--- config.mk ---
export PLATFORM = sky130hd
export DESIGN_NAME = hitmap_serializer
export DESIGN_NICKNAME = d
export VERILOG_FILES = /design/src/rtl/hitmap_serializer.sv
export SDC_FILE = /design/constraint.sdc
export NUM_CORES = 2
export LEC_CHECK = 0
export ABC_AREA = 1
export CORE_AREA = 2 2 587 589
export CTS_CLUSTER_DIAMETER = 150
export DETAILED_ROUTE_END_ITERATION = 16
export DIE_AREA = 0 0 589 591
export PLACE_DENSITY = 0.41
export SETUP_SLACK_MARGIN = 0.4
export SYNTH_ARGS = -nofsm -noshare
export SYNTH_HDL_FRONTEND = slang
export SYNTH_SLANG_ARGS = --single-unit
export TNS_END_PERCENT = 30
--- constraint.sdc ---
create_clock -name clk -period 182.2 [get_ports clk]
set_input_delay 54.66 -clock clk [delete_from_list [all_inputs] [get_ports clk]]
set_output_delay 54.66 -clock clk [all_outputs]
set_load 0.01 [all_outputs]
--- src/rtl/hitmap_serializer.sv ---
// hitmap_serializer: captures a hit-map frame (header word plus ROWS row
// words) on the header strobe and streams it out one word per transfer
// over a valid/ready interface. Frames arriving while one is in flight are
// dropped and flagged on the sticky overflow output.
//
// Optional feature: define HITMAP_SERIALIZER_HITCOUNT_EN to append a trailer
// word carrying the fiber id and the number of set bits across all rows.
module hitmap_serializer #(
  parameter int ROWS  = 38,
  parameter int WIDTH = 38
) (
  input  logic                  clk,
  input  logic                  rst,
  input  logic [WIDTH-1:0]      hdr_in,
  input  logic [ROWS*WIDTH-1:0] rows_in,
  output logic [WIDTH-1:0]      out_data,
  output logic                  out_valid,
  input  logic                  out_ready,
  output logic                  out_last,
  output logic                  busy,
  output logic                  overflow
);

  localparam int STROBE_BIT = 37;
  localparam int IDX_W      = (ROWS > 1) ? $clog2(ROWS) : 1;
  localparam logic [IDX_W-1:0] LAST_IDX = IDX_W'(ROWS - 1);
  localparam logic [IDX_W-1:0] IDX_ONE  = IDX_W'(1);

`ifdef HITMAP_SERIALIZER_HITCOUNT_EN
  // The trailer, not the last row, closes the frame.
  localparam logic ROW_ENDS_FRAME = 1'b0;
  localparam int   CNT_W          = 11;
`else
  localparam logic ROW_ENDS_FRAME = 1'b1;
`endif

  typedef enum logic [1:0] {
    S_IDLE = 2'd0,
    S_HDR  = 2'd1,
`ifdef HITMAP_SERIALIZER_HITCOUNT_EN
    S_ROWS = 2'd2,
    S_TRAIL = 2'd3
`else
    S_ROWS = 2'd2
`endif
  } state_e;

  state_e           state_q;
  logic [WIDTH-1:0] out_data_q;
  logic             out_valid_q;
  logic             out_last_q;
  logic             busy_q;
  logic             overflow_q;
  logic [IDX_W-1:0] idx_q;
  logic [IDX_W-1:0] idx_d;
  logic [WIDTH-1:0] row_q [ROWS];

  logic strobe;
  logic xfer;
  logic capture;
  logic final_row;

  assign strobe    = hdr_in[STROBE_BIT];
  assign xfer      = out_valid_q & out_ready;
  assign capture   = (state_q == S_IDLE) & strobe;
  assign final_row = (idx_q == LAST_IDX);
  assign idx_d     = idx_q + IDX_ONE;

  assign out_data  = out_data_q;
  assign out_valid = out_valid_q;
  assign out_last  = out_last_q;
  assign busy      = busy_q;
  assign overflow  = overflow_q;

`ifdef HITMAP_SERIALIZER_HITCOUNT_EN
  logic [CNT_W-1:0] cnt_q;
  logic [CNT_W-1:0] cnt_d;
  logic [9:0]       fiber_q;
  logic [WIDTH-1:0] trailer_d;

  function automatic logic [CNT_W-1:0] popcount(input logic [WIDTH-1:0] w);
    logic [CNT_W-1:0] sum;
    sum = '0;
    for (int i = 0; i < WIDTH; i++) begin
      sum = sum + CNT_W'(w[i]);
    end
    return sum;
  endfunction

  // Running hit count including the row currently on the output, and the
  // trailer word built from it.
  always_comb begin
    // NOTE: every always_comb output gets a default first so no path can
    // leave it unassigned and infer a latch.
    trailer_d        = '0;
    cnt_d            = cnt_q + popcount(row_q[idx_q]);
    trailer_d[37]    = 1'b1;
    trailer_d[36:26] = 11'b100_0000_0000;
    trailer_d[25:16] = fiber_q;
    trailer_d[10:0]  = cnt_d;
  end
`endif

  // Frame storage, loaded only when a frame is accepted in IDLE.
  // NOTE: the row store is plain data with no reset; it is always fully
  // written at capture before anything reads it, so resetting it buys nothing.
  always_ff @(posedge clk) begin
    if (!rst && capture) begin
      for (int k = 0; k < ROWS; k++) begin
        row_q[k] <= rows_in[WIDTH*k +: WIDTH];
      end
`ifdef HITMAP_SERIALIZER_HITCOUNT_EN
      fiber_q <= hdr_in[25:16];
`endif
    end
  end

  // Frame sequencer with registered stream outputs and overflow tracking.
  always_ff @(posedge clk) begin
    // NOTE: sequential state uses non-blocking assignments only, so every
    // register samples the pre-edge values regardless of statement order.
    if (rst) begin
      state_q     <= S_IDLE;
      out_data_q  <= '0;
      out_valid_q <= 1'b0;
      out_last_q  <= 1'b0;
      busy_q      <= 1'b0;
      overflow_q  <= 1'b0;
      idx_q       <= '0;
`ifdef HITMAP_SERIALIZER_HITCOUNT_EN
      cnt_q       <= '0;
`endif
    end else begin
      // A new frame while one is held, even on its final transfer, is lost.
      if (state_q != S_IDLE && strobe) begin
        overflow_q <= 1'b1;
      end

      case (state_q)
        S_IDLE: begin
          if (strobe) begin
            state_q     <= S_HDR;
            out_data_q  <= hdr_in;
            out_valid_q <= 1'b1;
            out_last_q  <= 1'b0;
            busy_q      <= 1'b1;
            idx_q       <= '0;
`ifdef HITMAP_SERIALIZER_HITCOUNT_EN
            cnt_q       <= '0;
`endif
          end
        end

        S_HDR: begin
          if (xfer) begin
            state_q    <= S_ROWS;
            idx_q      <= '0;
            out_data_q <= row_q[0];
            out_last_q <= ROW_ENDS_FRAME & (LAST_IDX == '0);
          end
        end

        S_ROWS: begin
          if (xfer) begin
`ifdef HITMAP_SERIALIZER_HITCOUNT_EN
            cnt_q <= cnt_d;
`endif
            if (final_row) begin
`ifdef HITMAP_SERIALIZER_HITCOUNT_EN
              state_q    <= S_TRAIL;
              out_data_q <= trailer_d;
              out_last_q <= 1'b1;
`else
              state_q     <= S_IDLE;
              out_valid_q <= 1'b0;
              out_last_q  <= 1'b0;
              busy_q      <= 1'b0;
`endif
            end else begin
              idx_q      <= idx_d;
              out_data_q <= row_q[idx_d];
              out_last_q <= ROW_ENDS_FRAME & (idx_d == LAST_IDX);
            end
          end
        end

`ifdef HITMAP_SERIALIZER_HITCOUNT_EN
        S_TRAIL: begin
          if (xfer) begin
            state_q     <= S_IDLE;
            out_valid_q <= 1'b0;
            out_last_q  <= 1'b0;
            busy_q      <= 1'b0;
          end
        end
`endif

        default: begin
          state_q     <= S_IDLE;
          out_valid_q <= 1'b0;
          out_last_q  <= 1'b0;
          busy_q      <= 1'b0;
        end
      endcase
    end
  end

endmodule

# --- Word-level counts from Yosys, hierarchy flattened ---
# Memory sizes are Yosys's and may differ from the RTL's.
# Cells that the tools add are included.
word_totals:
  wordCells: 56
  ramBits: 1444
  n_memories: 1
  ff_bits: 49
  inputBits: 1485
classes:
  bitwise_logic: 3
  addsub: 1
  n_eq_ne: 9
  n_reduce_logical: 10
  mux: 26
mem_list:
  columns: ["name", "depth", "width", "rd", "rd_ports_with_merged_regs", "wr", "line", "text"]
  rows:
  - ["row_q", 38, 38, 2, 0, 38, "56", "logic [WIDTH-1:0] row_q [ROWS];"]
op_table:
  columns: ["operator", "n"]
  rows:
  - ["$mux W38", 4]
  - ["$pmux W38 S3", 1]
  - ["$mux W6", 4]
  - ["$pmux W6 S3", 1]
  - ["$eq A6 B6 Y1 const B", 2]
  - ["$ne A2 B2 Y1 const B", 5]
  - ["$mux W1", 9]
  - ["$mux W2", 4]
  - ["$reduce_and A4 Y1", 2]
  - ["$add A6 B1 Y6 const B", 1]
  - ["$pmux W1 S3", 2]
  - ["$pmux W2 S3", 1]
  - ["$reduce_and A5 Y1", 1]
  - ["$reduce_and A3 Y1", 1]
  - ["$reduce_bool A3 Y1", 1]
  - ["$and A1 B1 Y1", 2]
  - ["$eq A2 B1 Y1 const B", 1]
  - ["$eq A2 B2 Y1 const B", 1]
  - ["$logic_and A1 B1 Y1", 2]
  - ["$logic_not A2 Y1", 1]
  - ["$reduce_bool A2 Y1", 1]
  - ["$logic_not A1 Y1", 1]
  - ["$not A1 Y1", 1]

# --- Logic depth before layout (Yosys ltp) ---
depth:
  depth_word: 5
  ltp_mapped: 19
  ltp_nobuf: 14

# --- Worst setup path before layout ---
# OpenSTA, ideal clock, no wires.
synth_path:
  path_type: "input port to flip-flop"
  startpoint: "input port rst"
  endpoint: "memory row_q[0][0] (enable)"
  required_ns: 177.151
  arrival_time_ns: 151.711
  cell_stages: 2
  path_slack_ns: 25.440
  cell_sequence: "clkbuf_1 -> nor3_1"
synth_rtl:
  columns: ["element", "line", "text"]
  rows:
  - ["from (decl)", "13", "input logic rst,"]
  - ["to (decl)", "56", null]

==> results.txt <==
- Data on the critical path is required at its endpoint by 182.65 ns.
- The number of antenna violations at the first check in global routing was 193.
* Final Critical Period: 59.64 ns
* Main combinational cell family by area after synthesis: simple AND/OR/NAND/NOR gates
* Net count of the mapped netlist: 7435
- For this run, the top clock speed supported by timing is 16.8 MHz.
- Setup repair after global routing missed its margin: false
- Worst setup path category: input port to register
- The area growth from synthesis to layout is 41.3%.
- Post-CTS setup buffers: 0
- Global-route wire length before repair: 439000 um
- Layout Skew: 0.0769 ns
* Routability-driven placement congestion ratio: 0.862
- Vias/cell: 4.06
- The finished cells cover 89200 um^2.
- The core region is 342000 um^2.
- Arrival time at the worst endpoint: 60.09 ns
- Buffers added on ports: 1526
- Max-Cap Viols: 0
* Synth Instances: 5943
* Fraction of the mapped netlist area in simple logic gates: 20.0%
- Global routing used 18.6% of the available tracks.
* Post-detailed-route wirelength per cell: 27.7 um
- Compound-cell area share of the yosys netlist: 3.13%
- The longest clock path from root to sink contains 4 buffers.
- The total overflow left after global routing is 0.
- Deepest level of the CTS H-tree: 4
- Synth cell types: 30
* Maximum vdd ir drop: 0.00000802 V
- Utilization after layout: 26.1%
- The die covers 348000 um^2.
* Quantity of hold-fixing buffers added after cts: 0
- Result of the run: finished clean
- Leaving out fill and tap cells, the most frequent cell in the layout is sky130_fd_sc_hd__nand2_1.
* Setup TNS after final layout: 0 ns
- Clock latency on the worst-skew pair: 0.87 ns
* DR vias: 49398
- The tightest min-delay check is of the register to register type.
- Die extent in x: 589 um
* Max-slew headroom at the worst pin: 10.9%
- Averaged over all synthesized cells, the footprint is 10.6 um^2.
- DRT antenna net count: 0
* Final wirelength: 337000 um
- Initial DRT Pass Iterations: 6
- Entering global routing, the biggest net connects 188 pins.
- Of the available clock period, the critical path in the final layout requires 32.7%.
- Commonest cells after routing, fill and taps aside: sky130_fd_sc_hd__nand2_1 (1993), sky130_fd_sc_hd__clkdlybuf4s50_1 (1526), sky130_fd_sc_hd__edfxtp_1 (1444)
- The wire-length estimate of the detail-placed layout is 257000 um.
- Summing every instance area after synthesis gives 63100 um^2.
- In this run the worst path has a maximum fanout of 129.
- The hold violation total from the final report was 0.
- Yosys Warn Count: 0
- Portion of netlist area occupied by mux cells: 0%
- The first routing iteration left 3613 violations.
- Synth Register Bits: 1493
* Count of endpoints failing setup in the final report: 0
- Clock tree synthesis selected as its root buffer the cell sky130_fd_sc_hd__clkbuf_16.
- Among all flip-flop cells after synthesis, the most frequent one is sky130_fd_sc_hd__edfxtp_1.
* Sort of element at the end of the critical path: register
- On the worst path, the slowest cell contributes a delay of 0.98 ns.
- Leakage power: 34.0 nW
- Total CTS buffers: 189
- Gates resized during post-CTS repair numbered 0.
- In the routed design, unresolved DRC markers number 0.
* Effective utilization at floorplan: 18.5%
- Pwr Density: 12.4 nW/um^2
- In this run the vertical extent of the chip is 591 um.
- Number of global-route vias before repair: 49602
- Net total in the final layout: 8883
- Row generation in the floorplan step produced 215 rows.
- Of the synthesized area, sequential elements account for 70.3%.
- Cell at the slowest stage of the critical path: sky130_fd_sc_hd__buf_4
- EDFF count, synth: 1444
* Clock tree from TritonCTS: yes
- After clock tree synthesis, the clock-pin slew on the worst setup and hold paths is 0.06 ns.
- STA classifies the critical path startpoint as an input port.
* Total clock sinks: 1493
- Async set or reset register ratio after synthesis: 0%
- The most numerous cell type found on the critical path is sky130_fd_sc_hd__buf_4.
- Num ports: 1527
* Worst-path cell chain: clkdlybuf4s50_1 -> nor3_2 -> buf_12 -> buf_4 -> buf_4 -> buf_4 -> buf_4
- The post-route netlist has 4.81% of its cells at a drive strength greater than 1.
- DP Area: 83300 um^2
* Count of final max-slew check failures: 0
* Slew at the pin with the worst max-slew slack: 1.34 ns
- Share of synthesized cell area in full adder, half adder and majority cells: 0.139%
* Xor/xnor cell area share of the yosys netlist: 0.0793%
where the power goes:
group	switching [W]	total, W	internal (W)
clock network	0.000158	0.000359	0.000202
registers	0.0000161	0.000448	0.000432
logic	0.000207	0.000297	0.0000891
total	0.000381	0.00110	0.000723
critical path, delay by kind of cell:
kind	cells	cell delay, ns
buf+inv	6	4.60
simple gates	1	0.41
stage by stage:
stage | std cells | power (W) | setup slack, ns | hold WS, ns
after global placement | 11756 | 0.000762 | 121.70 | 0.474
final | 12178 | 0.00110 | 122.56 | 0.478
after detailed placement | 11757 | 0.000763 | 121.62 | 0.474
after CTS | 12088 | 0.00113 | 122.57 | 0.486
after global routing | 12123 | 0.00116 | 122.24 | 0.511
after floorplan | 5943 | 0.000755 | 25.44 | 0.466
state kept, by name, indices dropped and copies added, names as in the netlist:
signal / count
overflow: 1
busy: 1
row_q: 1444
out_last: 1
out_data: 38
idx_q: 6
state_q: 2
cells by family after synthesis:
kind of cell	count (synthesis)
AO/OA/AOI/OAI	383
XOR/XNOR	4
adder cells (fa/ha/maj)	7
buffers and inverters	997
flip-flops	1493
AND/OR/NAND/NOR	3059
cell usage after synthesis (17+ instances only):
master / instances / area, um^2
sky130_fd_sc_hd__nor2_1: 199 / 747
sky130_fd_sc_hd__nand3_1: 823 / 4120
sky130_fd_sc_hd__o211ai_1: 17 / 128
sky130_fd_sc_hd__a21oi_1: 161 / 806
sky130_fd_sc_hd__inv_1: 655 / 2460
sky130_fd_sc_hd__edfxtp_1: 1444 / 43400
sky130_fd_sc_hd__nand2_1: 1994 / 7480
sky130_fd_sc_hd__buf_2: 219 / 1100
sky130_fd_sc_hd__o21ai_1: 27 / 135
sky130_fd_sc_hd__or2_2: 37 / 231
sky130_fd_sc_hd__clkbuf_1: 105 / 394
sky130_fd_sc_hd__o21ai_0: 173 / 866
sky130_fd_sc_hd__dfxtp_1: 49 / 981
metal layers:
metal / routed length (um) / vias up / track usage, %
li1: - / 22765 / -
met1: 136000 / 24160 / 22.2
met2: 167000 / 1796 / 32.6
met3: 23500 / 551 / 4.93
met4: 10200 / 126 / 5.89
met5: 810 / - / 0
worst paths after layout:
| path | slack [ns] | from | depth (start not counted) | to |
|---|---|---|---|---|
| worst max-delay path | 122.56 | rst | 7 | row_q[31][22]$_DFFE_PP_ |
| worst min-delay path | 0.48 | out_last$_SDFFE_PP0P_ | 2 | out_last$_SDFFE_PP0P_ |
| worst max register to register | 175.27 | idx_q[0]$_SDFFE_PP0P_ | 17 | out_data[13]$_SDFFE_PP0P_ |
| worst min register to register | 0.48 | out_last$_SDFFE_PP0P_ | 2 | out_last$_SDFFE_PP0P_ |
area by class of cell:
class	instances	area [um^2]
fill	36331	253000
sequential	1493	44300
timing repair buffer	1597	15900
multi-input combinational	3453	14800
tap	4557	5700
clock buffer	238	4940
inverter	657	2490
clock inverter	93	764
antenna	90	225
Note: power is estimated with default switching activity, not from simulation.
